<file path="config.mk">
export PLATFORM = sky130hd
export DESIGN_NAME = fetch_unit_flat
export DESIGN_NICKNAME = d
export VERILOG_FILES = /design/src/rtl/riscv_pkg.sv /design/src/rtl/fetch_unit_if.sv /design/src/rtl/fetch_unit_pc_register.sv /design/src/rtl/fetch_unit.sv /design/src/flat_wrapper.sv
export SDC_FILE = /design/constraint.sdc
export NUM_CORES = 1
export LEC_CHECK = 0
export ABC_AREA = 1
export ABC_CLOCK_PERIOD_IN_PS = 1750
export CORE_UTILIZATION = 41
export CTS_CLUSTER_DIAMETER = 120
export DETAILED_ROUTE_END_ITERATION = 12
export DONT_BUFFER_PORTS = 1
export GPL_TIMING_DRIVEN = 1
export SYNTH_ARGS = -nofsm -noshare
export SYNTH_HDL_FRONTEND = slang
export SYNTH_SLANG_ARGS = --single-unit
</file>
<file path="constraint.sdc">
create_clock -name clk -period 1.75 [get_ports clk]
set_clock_uncertainty 0.2 [all_clocks]
set_input_delay 0.175 -clock clk [delete_from_list [all_inputs] [get_ports clk]]
set_output_delay 0.175 -clock clk [all_outputs]
set_load 0.005 [all_outputs]
</file>
<file path="src/rtl/riscv_pkg.sv">
// Shared RV32 pipeline definitions: word width, bubble encoding and the IF/ID
// register layout used by both the fetch and decode stages.
package riscv_pkg;

   localparam int XLEN = 32;

   localparam logic [XLEN-1:0] NOP_INSTR        = 32'h0000_0013;  // addi x0,x0,0
   localparam logic [XLEN-1:0] DEFAULT_RESET_PC = 32'h0000_0000;

   typedef struct packed {
      logic [XLEN-1:0] pc;
      logic [XLEN-1:0] instr;
      logic            valid;
   } if_id_t;

   localparam if_id_t IF_ID_BUBBLE = '{pc: '0, instr: NOP_INSTR, valid: 1'b0};

endpackage

</file>
<file path="src/rtl/fetch_unit_if.sv">
// Fetch-stage bundle: instruction-memory port, pipeline control from later
// stages and the IF/ID outputs. master = the fetch unit, slave = its environment.
interface fetch_unit_if;
   import riscv_pkg::*;

   logic [XLEN-1:0] imem_addr;
   logic [XLEN-1:0] imem_instr;
   logic            stall;
   logic            flush;
   logic            redirect;
   logic [XLEN-1:0] redirect_target;
   logic [XLEN-1:0] if_id_pc;
   logic [XLEN-1:0] if_id_instr;
   logic            if_id_valid;
   logic [XLEN-1:0] fetch_count;

   modport master (
      output imem_addr, if_id_pc, if_id_instr, if_id_valid, fetch_count,
      input  imem_instr, stall, flush, redirect, redirect_target
   );

   modport slave (
      input  imem_addr, if_id_pc, if_id_instr, if_id_valid, fetch_count,
      output imem_instr, stall, flush, redirect, redirect_target
   );

endinterface

</file>
<file path="src/rtl/fetch_unit_pc_register.sv">
// Program counter with reset > redirect > stall > sequential-increment priority.
module pc_register
   import riscv_pkg::*;
#(
   parameter logic [XLEN-1:0] RESET_PC = DEFAULT_RESET_PC
) (
   input  logic            clk,
   input  logic            reset,
   input  logic            redirect,
   input  logic            stall,
   input  logic [XLEN-1:0] redirect_target,
   output logic [XLEN-1:0] pc
);

   logic [XLEN-1:0] pc_q, pc_d;

   always_comb begin
      // NOTE: pc_d is given its hold value before any branch, so every path
      // assigns it and no latch is inferred.
      pc_d = pc_q;
      if (redirect) begin
         pc_d = redirect_target & ~32'd3;   // targets are always word aligned
      end else if (!stall) begin
         pc_d = pc_q + 32'd4;               // natural wrap at 2^32
      end
   end

   // NOTE: sequential state uses non-blocking assignment so every flop samples
   // pre-edge values regardless of process ordering.
   always_ff @(posedge clk) begin
      if (reset) pc_q <= RESET_PC;
      else       pc_q <= pc_d;
   end

   assign pc = pc_q;

endmodule

</file>
<file path="src/rtl/fetch_unit.sv">
// Instruction-fetch stage: drives the PC to the combinational instruction memory
// and captures the returned word into the IF/ID register, inserting bubbles.
module fetch_unit
   import riscv_pkg::*;
#(
   parameter logic [XLEN-1:0] RESET_PC = DEFAULT_RESET_PC
) (
   input logic          clk,
   input logic          reset,
   fetch_unit_if.master bus
);

   logic [XLEN-1:0] pc;
   if_id_t          if_id_q, if_id_d;
   logic [XLEN-1:0] fetch_count_q, fetch_count_d;

   pc_register #(.RESET_PC(RESET_PC)) u_pc_register (
      .clk             (clk),
      .reset           (reset),
      .redirect        (bus.redirect),
      .stall           (bus.stall),
      .redirect_target (bus.redirect_target),
      .pc              (pc)
   );

   always_comb begin
      if_id_d       = if_id_q;
      fetch_count_d = fetch_count_q;
      if (bus.redirect || bus.flush) begin
         if_id_d = IF_ID_BUBBLE;
      end else if (!bus.stall) begin
         // A real capture: only this path counts toward fetch_count.
         if_id_d       = '{pc: pc, instr: bus.imem_instr, valid: 1'b1};
         fetch_count_d = fetch_count_q + 32'd1;
      end
   end

   always_ff @(posedge clk) begin
      if (reset) begin
         if_id_q       <= IF_ID_BUBBLE;
         fetch_count_q <= '0;
      end else begin
         if_id_q       <= if_id_d;
         fetch_count_q <= fetch_count_d;
      end
   end

   assign bus.imem_addr   = pc;
   assign bus.if_id_pc    = if_id_q.pc;
   assign bus.if_id_instr = if_id_q.instr;
   assign bus.if_id_valid = if_id_q.valid;
   assign bus.fetch_count = fetch_count_q;

endmodule

</file>
<file path="src/flat_wrapper.sv">
// flat-port wrapper written by rule: the top's interface ports become plain ports
module fetch_unit_flat import riscv_pkg::*;
#(
   parameter logic [XLEN-1:0] RESET_PC = DEFAULT_RESET_PC
)
  (clk, reset, bus_imem_addr, bus_if_id_pc, bus_if_id_instr, bus_if_id_valid, bus_fetch_count, bus_imem_instr, bus_stall, bus_flush, bus_redirect, bus_redirect_target);
  fetch_unit_if bus_i ();
  input logic clk;
  input logic reset;
  output wire logic [$bits(bus_i.imem_addr)-1:0] bus_imem_addr;
  output wire logic [$bits(bus_i.if_id_pc)-1:0] bus_if_id_pc;
  output wire logic [$bits(bus_i.if_id_instr)-1:0] bus_if_id_instr;
  output wire logic [$bits(bus_i.if_id_valid)-1:0] bus_if_id_valid;
  output wire logic [$bits(bus_i.fetch_count)-1:0] bus_fetch_count;
  input wire logic [$bits(bus_i.imem_instr)-1:0] bus_imem_instr;
  input wire logic [$bits(bus_i.stall)-1:0] bus_stall;
  input wire logic [$bits(bus_i.flush)-1:0] bus_flush;
  input wire logic [$bits(bus_i.redirect)-1:0] bus_redirect;
  input wire logic [$bits(bus_i.redirect_target)-1:0] bus_redirect_target;
  assign bus_imem_addr = bus_i.imem_addr;
  assign bus_if_id_pc = bus_i.if_id_pc;
  assign bus_if_id_instr = bus_i.if_id_instr;
  assign bus_if_id_valid = bus_i.if_id_valid;
  assign bus_fetch_count = bus_i.fetch_count;
  assign bus_i.imem_instr = bus_imem_instr;
  assign bus_i.stall = bus_stall;
  assign bus_i.flush = bus_flush;
  assign bus_i.redirect = bus_redirect;
  assign bus_i.redirect_target = bus_redirect_target;
  fetch_unit #(.RESET_PC(RESET_PC)) u_core (.clk(clk), .reset(reset), .bus(bus_i));
endmodule
</file>
==> summary.md, run 1 <==
| Metric | Value |
|---|---|
| Peak VDD IR | `0.6903 mV` |
| Worst setup path endpoint | `u_core.bus.if_id_pc[12]$_SDFFE_PP0N_` |
| Total grt overflow | `0` |
| Placed insts | `1106` |
| Slew HR | `57.88%` |
| Worst setup SP type | `register` |
| P per Cell Area | `833.4 mW/mm^2` |
| Hold Path Class | `in2reg` |
| GPL Wtd Cong | `0.8281` |
| Final setup TNS | `0 ps` |
| Warnings, synthesis | `0` |
| Synth Area in Simple Gates | `32.78%` |
| Synthesized flop and latch total | `125` |
| Post-synthesis instance total | `893` |
| Clock sinks | `125` |
| Place WS | `-91.89 ps` |
| Largest net degree at the start of global routing | `44` |
| Chip Height | `122.2 um` |
| Crit end category | `register` |
| Reg2Reg Capture Point | `u_core.bus.if_id_pc[12]$_SDFFE_PP0N_` |
| Vias in the first global route | `5929` |
| Final Hold Viols | `3` |
| Final wirelength | `19550 um` |
| Layout cells sized above 1 | `15.94%` |
| First-pass GRT wire length | `29160 um` |
| Nets | `1133` |
| Failing checks | `negative hold slack` |
| Drt initial violations | `310` |
| DP HPWL | `11780 um` |
| Post-Layout Inst Area | `0.008543 sq mm` |
| Worst-case reg-to-reg path depth | `6` |
| Area share of fa/ha/maj cells after synthesis | `less than 1%` |
| Chip Width | `122.2 um` |
| DRC errors left | `0` |
| Antenna Violating Nets Remaining | `0` |
| Die area | `0.01493 sq mm` |
| Clock root cell | `clkbuf_16` |
| Largest family of logic cells by synthesized area | `simple AND/OR/NAND/NOR gates` |
| Setup violators final | `0` |
| Clock tree buffer depth | `2` |
| Min setup slack post-route | `45.99 ps` |
| Kind of critical path | `reg2reg` |
| Final critical-path share of the clock period | `a little over nine tenths` |
| Max-cap viol count | `0` |
| Final Max Tran Viols | `0` |
| Syn avg cell area | `between 6 and 7 sq um` |
| Starting Density | `42.34%` |
| CP Data Arrival Time | `1860 ps` |
| TritonCTS clock tree | `built` |
| Syn-to-layout area delta | `44.23%` |
| DR pass1 iterations | `5` |
| R2r startpoint | `u_core.u_pc_register.pc[12]$_SDFFE_PP0P_` |
| Compound-Gate Fraction of Synth Area | `a little over an eighth` |
| Clock buffer count from CTS | `17` |
| Site Rows | `43` |
| Worst-Skew Late Latency | `430 ps` |
| DR vias | `between 6000 and 7000` |
| CP Max Fanout | `3` |
| Htree depth | `4` |
| Initial antenna violation count | `0` |
| Minimum hold slack | `-77.13 ps` |
| Worst-path clk slew | `about 50 ps` |
| Cell variety after synth | `31` |
| # IOs | `~200` |
| RSZ-0062 raised after global routing | `yes` |
| Sequential share of the synthesized area | `42.25%` |
| Area post-placement | `0.006519 sq mm` |
| Worst reg2reg setup slack | `50 ps` |
| Area share of the leading cell type in the synthesized netlist | `between 40% and 50%` |
| Total Routing Usage GR | `25.45%` |
| Filler Cell Count | `between 1000 and 1500` |
| Largest area contributor in the netlist | `dfxtp_1` |
| Outcome | `finished with violations` |
| Vias per inst | `4.943` |
| Core area | `about 0.014 sq mm` |
| Critical path required time | `about 1900 ps` |
| Worst slew pin tran | `631.1 ps` |
| FMAX | `586.9 MHz` |
| Final Critical Period | `1704 ps` |
| Mux cell area share after synthesis | `0%` |
| Non-filler instance count after layout | `1253` |
| Post-Syn Area | `slightly below 0.006 sq mm` |
| Avg WL per Cell | `15.60 um` |
| Critical path origin | `u_core.u_pc_register.pc[12]$_SDFFE_PP0P_` |
| XOR/XNOR share of the synthesized area | `2.662%` |
| Static leakage | `approximately 3.3 nW` |
| # diodes | `0` |
| Synth area leaders | `dfxtp_1 (42%), nand2_1 (16%), a21oi_1 (8.6%)` |
| Port bufs | `0` |
## logic make-up after synthesis
family | after synthesis
adder cells (fa/ha/maj) | 2
buffers and inverters | 128
AO/OA/AOI/OAI | 150
XOR/XNOR | 18
flip-flops | 125
other | 1
AND/OR/NAND/NOR | 469
## state kept, by name, indices dropped and copies added (netlist names)
register / count
u_core.bus.fetch_count: 32
u_core.bus.if_id_instr: 32
u_core.bus.if_id_pc: 30
u_core.u_pc_register.pc: 30
u_core.bus.if_id_valid: 1
## cell usage after synthesis, drive strengths merged
cell type / instances
a21oi: 102
a22o: 2
a31oi: 3
and2: 1
buf: 14
clkbuf: 26
conb: 1
dfxtp: 125
ha: 2
inv: 88
nand2: 253
nand3: 50
nand4: 6
nor2: 148
nor3: 10
nor3b: 1
o21a: 1
o21ai: 40
o21bai: 1
o221ai: 1
xnor2: 3
xor2: 15
## critical path, stage by stage (launching register included)
cell           delay (ps)
dfxtp_1               370
buf_4                 150
inv_1                  60
nor2_1                140
a21oi_1                70
dlygate4sd3_1         560
nor2_1                100
## power breakdown
group	internal, mW	switching [mW]
logic	0.322	0.350
registers	2.92	0.0737
clock network	2.15	1.31
total	5.39	1.73
## stage by stage
| stage | util, % | hold WS (ps) | total power [mW] |
|---|---|---|---|
| floorplan | - | 101.7 | 3.339 |
| CTS | 59.11 | 1.992 | 7.135 |
| global placement | 46.60 | 49.72 | 3.417 |
| finish | 61.07 | -77.13 | 7.120 |
| global route | 61.07 | 3.874 | 7.350 |
| detailed placement | 46.60 | 52.55 | 3.420 |
## layout make-up
cell class | instances | area, sq um | share of cell area [%]
clock buffers | 20 | 456.7 | 5.346
clock inverters | 10 | 117.6 | 1.377
inverters | 88 | 335.3 | 3.925
multi-input cells | 643 | 3090 | 36.17
flip-flops and latches | 125 | 2520 | 29.50
well taps | 180 | 225.2 | 2.636
repair buffers | 187 | 1798 | 21.05
## layout by cell type, fill, tap and decap left out, types with 6 or more instances in the layout
cell type,netlist,layout
nor2_4,2,12
inv_1,86,83
nand4_1,6,6
nor2_1,136,124
a21oi_1,102,100
nand2_1,250,242
nand3_1,49,46
buf_4,6,64
nand2_2,3,9
xor2_1,15,15
clkbuf_16,0,17
o21ai_1,0,8
dfxtp_2,0,11
buf_12,0,6
buf_6,2,7
o21ai_0,40,32
dlygate4sd3_1,0,109
nor3_1,10,7
nor2_2,8,10
dfxtp_1,125,113
## worst min path at each step
| stage | to | from | slack (ps) | cells after the start |
|---|---|---|---|---|
| 2_1_floorplan | u_core.bus.if_id_instr[0]$_SDFFE_PP1N_ | bus_imem_instr[0] | 100 | 2 |
| 3_3_place_gp | u_core.bus.fetch_count[29]$_SDFFE_PP0P_ | reset | 50 | 1 |
| 3_5_place_dp | u_core.bus.fetch_count[29]$_SDFFE_PP0P_ | reset | 50 | 1 |
| 4_1_cts | u_core.u_pc_register.pc[13]$_SDFFE_PP0P_ | bus_redirect | 2 | 5 |
| 5_1_grt | u_core.bus.if_id_pc[22]$_SDFFE_PP0N_ | bus_stall | 4 | 4 |
| 6_report | u_core.bus.if_id_pc[25]$_SDFFE_PP0N_ | bus_stall | -80 | 4 |
## timing repair
action | CTS | global route
hold endpoints to repair | 100 | 7
pin swaps | 2 | 23
setup endpoints to repair | 8 | 51
hold buffers | 111 | 5
gates resized for setup | 2 | 77
buffers inserted | 0 | 3
## metal layers
metal	GRT usage [%]	vias up	part of all wire (%)
met4	11.89	0	2.8
li1	-	3159	-
met2	43.71	223	48
met5	0	-	0
met1	28.57	2769	41
met3	7.959	42	8.1
(Power assumes the default switching activity.)
==> inputs of run 2 (changes only) <==
Settings changed: BUFFER_PORTS_ARGS set to -buffer_cell sky130_fd_sc_hd__clkbuf_2, DONT_BUFFER_PORTS 1 to unset, PLACE_DENSITY set to 0.7, REMOVE_ABC_BUFFERS set to 1.
==> summary.md, run 2 (synthesized netlist as in run 1, its figures left out) <==
| Metric | Value |
|---|---|
| CP Max Fanout | `5 (+2)` |
| Final Max Tran Viols | `0 (unchanged)` |
| Chip Width | `122.2 um (unchanged)` |
| Vias per inst | `4.862 (-1.6%)` |
| Comb pwr share | `10.2% (+0.8 points)` |
| Vias in the first global route | `6274 (+5.8%)` |
| Die area | `0.01493 sq mm (unchanged)` |
| TritonCTS clock tree | `built` |
| Clock tree buffer depth | `2 (unchanged)` |
| Final Critical Period | `1678 ps (-25.84 ps)` |
| Clock root cell | `clkbuf_16` |
| Starting Density | `42.34% (unchanged)` |
| Core area | `0.01399 sq mm (unchanged)` |
| DR pass1 iterations | `5 (unchanged)` |
| Layout cells sized above 1 | `28.01% (+12 points)` |
| DRC errors left | `0 (unchanged)` |
| Place WS | `-42.61 ps (+49.29 ps)` |
| Port bufs | `191 (+191)` |
| Setup violators final | `0 (unchanged)` |
| CP most frequent cell | `nand2_1` |
| CP Cell Sequence | `ha_2 -> nand2_1 -> nor2_2 -> nand2_2 -> nor2_1 -> buf_4 -> xor2_1 -> nand2_1 -> a21oi_2` |
| Post-Layout Inst Area | `0.008790 sq mm (+2.9%)` |
| Worst-Skew Late Latency | `420 ps (about the same)` |
| Nets | `1261 (+11%)` |
| Tot Pwr | `7.102 mW (-0.26%)` |
| First-pass GRT wire length | `29820 um (+2.3%)` |
| Hold Path Class | `in2reg` |
| Filler Cell Count | `1222 (-2.6%)` |
| DR vias | `6724 (+8.6%)` |
| Multi-input gate area | `0.003025 sq mm (-2.1%)` |
| Chip Height | `122.2 um (unchanged)` |
| Area post-placement | `0.007400 sq mm (+14%)` |
| Static leakage | `3.843 nW (+18%)` |
| Critical path required time | `1900 ps (about the same)` |
| Slowest cell on crit path | `dfxtp_4` |
| Seq. cell area | `0.002519 sq mm (about the same)` |
| Syn-to-layout area delta | `48.39%` |
| RSZ-0062 raised after global routing | `yes` |
| Avg WL per Cell | `13.69 um (-12%)` |
| Worst-case reg-to-reg path depth | `9 (+3)` |
| Outcome | `finished, final reports clean` |
| Htree depth | `4 (unchanged)` |
| GPL Wtd Cong | `0.8909 (+7.6%)` |
| Peak VDD IR | `0.5832 mV (-16%)` |
| Largest net degree at the start of global routing | `88 (+100%)` |
| Final critical-path share of the clock period | `95.90% (-1.5 points)` |
| P per Cell Area | `808.0 mW/mm^2 (-3.1%)` |
| Total grt overflow | `0 (unchanged)` |
| Power Internal | `5.147 mW (-4.4%)` |
| Hold path cells | `5 (+1)` |
| Max incr delay on CP | `360 ps (-200 ps)` |
| Placed insts | `1282 (+16%)` |
| Max-cap viol count | `0 (unchanged)` |
| Drt initial violations | `410 (+32%)` |
| Total Routing Usage GR | `25.50% (+0.048 points)` |
| Sw Pwr | `1.955 mW (+13%)` |
| Switching share of power | `27.53% (+3.2 points)` |
| # IOs | `198 (unchanged)` |
| Commonest non-fill, non-tap cell in the layout | `nand2_1` |
| Site Rows | `43 (unchanged)` |
| DP HPWL | `12330 um (+4.7%)` |
| Sequential share of power | `41.9% (about the same)` |
| Clock sinks | `125 (unchanged)` |
| Worst-path clk slew | `60 ps (about the same)` |
| Min setup slack post-route | `71.83 ps (+25.84 ps)` |
| Final wirelength | `18930 um (-3.2%)` |
| Non-filler instance count after layout | `1383 (+10%)` |
| Antenna Violating Nets Remaining | `0 (unchanged)` |
| FMAX | `595.9 MHz (+1.5%)` |
| Clock power share | `47.9% (-0.7 points)` |
| Initial antenna violation count | `0 (unchanged)` |
| Most frequent cells in the layout | `nand2_1 (245), clkbuf_2 (190), nor2_1 (126), dfxtp_1 (114), a21oi_1 (100)` |
| Clock buffer count from CTS | `17 (unchanged)` |
| Post-layout util | `62.84% (+1.8 points)` |
| Crit end category | `register` |
| Worst setup SP type | `register` |
| Kind of critical path | `reg2reg` |
| Final Hold Viols | `0 (-3)` |
| # diodes | `0 (unchanged)` |
| CP Data Arrival Time | `1830 ps (-30 ps)` |
run 2: changes by cell type in the layout (fill, tap and decap cells not counted), sizes merged:
cell | previous run | this run
bufinv | 2 | 0
buf | 78 | 59
clkbuf | 20 | 207
dlygate4sd3 | 109 | 66
inv | 88 | 99
clkinvlp | 4 | 2
clkinv | 4 | 2
run 2: layout make-up:
class                           instances  area share [%]
Multi-Input combinational cell        643           34.42
Timing Repair Buffer                  315           24.14
Tap cell                              180           2.562
Clock buffer                           17           4.840
Sequential cell                       125           28.65
Inverter                               88           3.758
Clock inverter                         15           1.623
run 2: layer usage:
layer | wire length (um) | global-route usage [%]
met5 | 0 | 0
met4 | 467 | 9.985
met3 | 1507 | 7.959
met2 | 9129 | 44.03
met1 | 7824 | 29.18
run 2: critical path, delay by kind of cell, from the launching register on:
| family | cells | cell delay, ps |
|---|---|---|
| AOI/OAI and AO/OA | 1 | 120 |
| xor gates and xnor gates | 1 | 140 |
| adders and majority gates | 1 | 190 |
| buffers and inverters | 1 | 140 |
| DFF | 1 | 360 |
| and+or+nand+nor | 5 | 460 |
run 2: path summary, 6_finish.rpt:
| kind | slack, ps | end | start |
|---|---|---|---|
| setup reg to reg | 70 | u_core.u_pc_register.pc[18]$_SDFFE_PP0P_ | u_core.u_pc_register.pc[3]$_SDFFE_PP0P_ |
| hold / removal | 20 | u_core.bus.fetch_count[0]$_SDFFE_PP0P_ | bus_flush |
| setup / recovery | 70 | u_core.u_pc_register.pc[18]$_SDFFE_PP0P_ | u_core.u_pc_register.pc[3]$_SDFFE_PP0P_ |
| hold reg to reg | 260 | u_core.bus.if_id_instr[31]$_SDFFE_PP0N_ | u_core.bus.if_id_instr[31]$_SDFFE_PP0N_ |
run 2: power groups by stage:
stage               sequential, mW  combinational [mW]  clock (mW)
floorplan                     3.04               0.232           0
global placement              3.03               0.578           0
detailed placement            3.03               0.585           0
CTS                           2.97               0.705        3.45
global route                  2.98               0.799        3.59
finish                        2.98               0.723        3.40
run 2: stage by stage:
| step | hold slack [ps] | setup TNS [ps] |
|---|---|---|
| floorplan | 44.07 | 0 |
| global route | 53.21 | -266.9 |
| detailed placement | 198.8 | -147.1 |
| global placement | 198.4 | -1.907 |
| CTS | 21.09 | 0 |
| finish | 19.46 | 0 |
run 2: repair_timing:
item,CTS,global route
cloned,0,0
endpoints found under the hold margin,66,0
gates resized for setup,4,48
setup endpoints to repair,11,41
pin swaps,1,8
buffers inserted,0,3
hold buffers,66,0
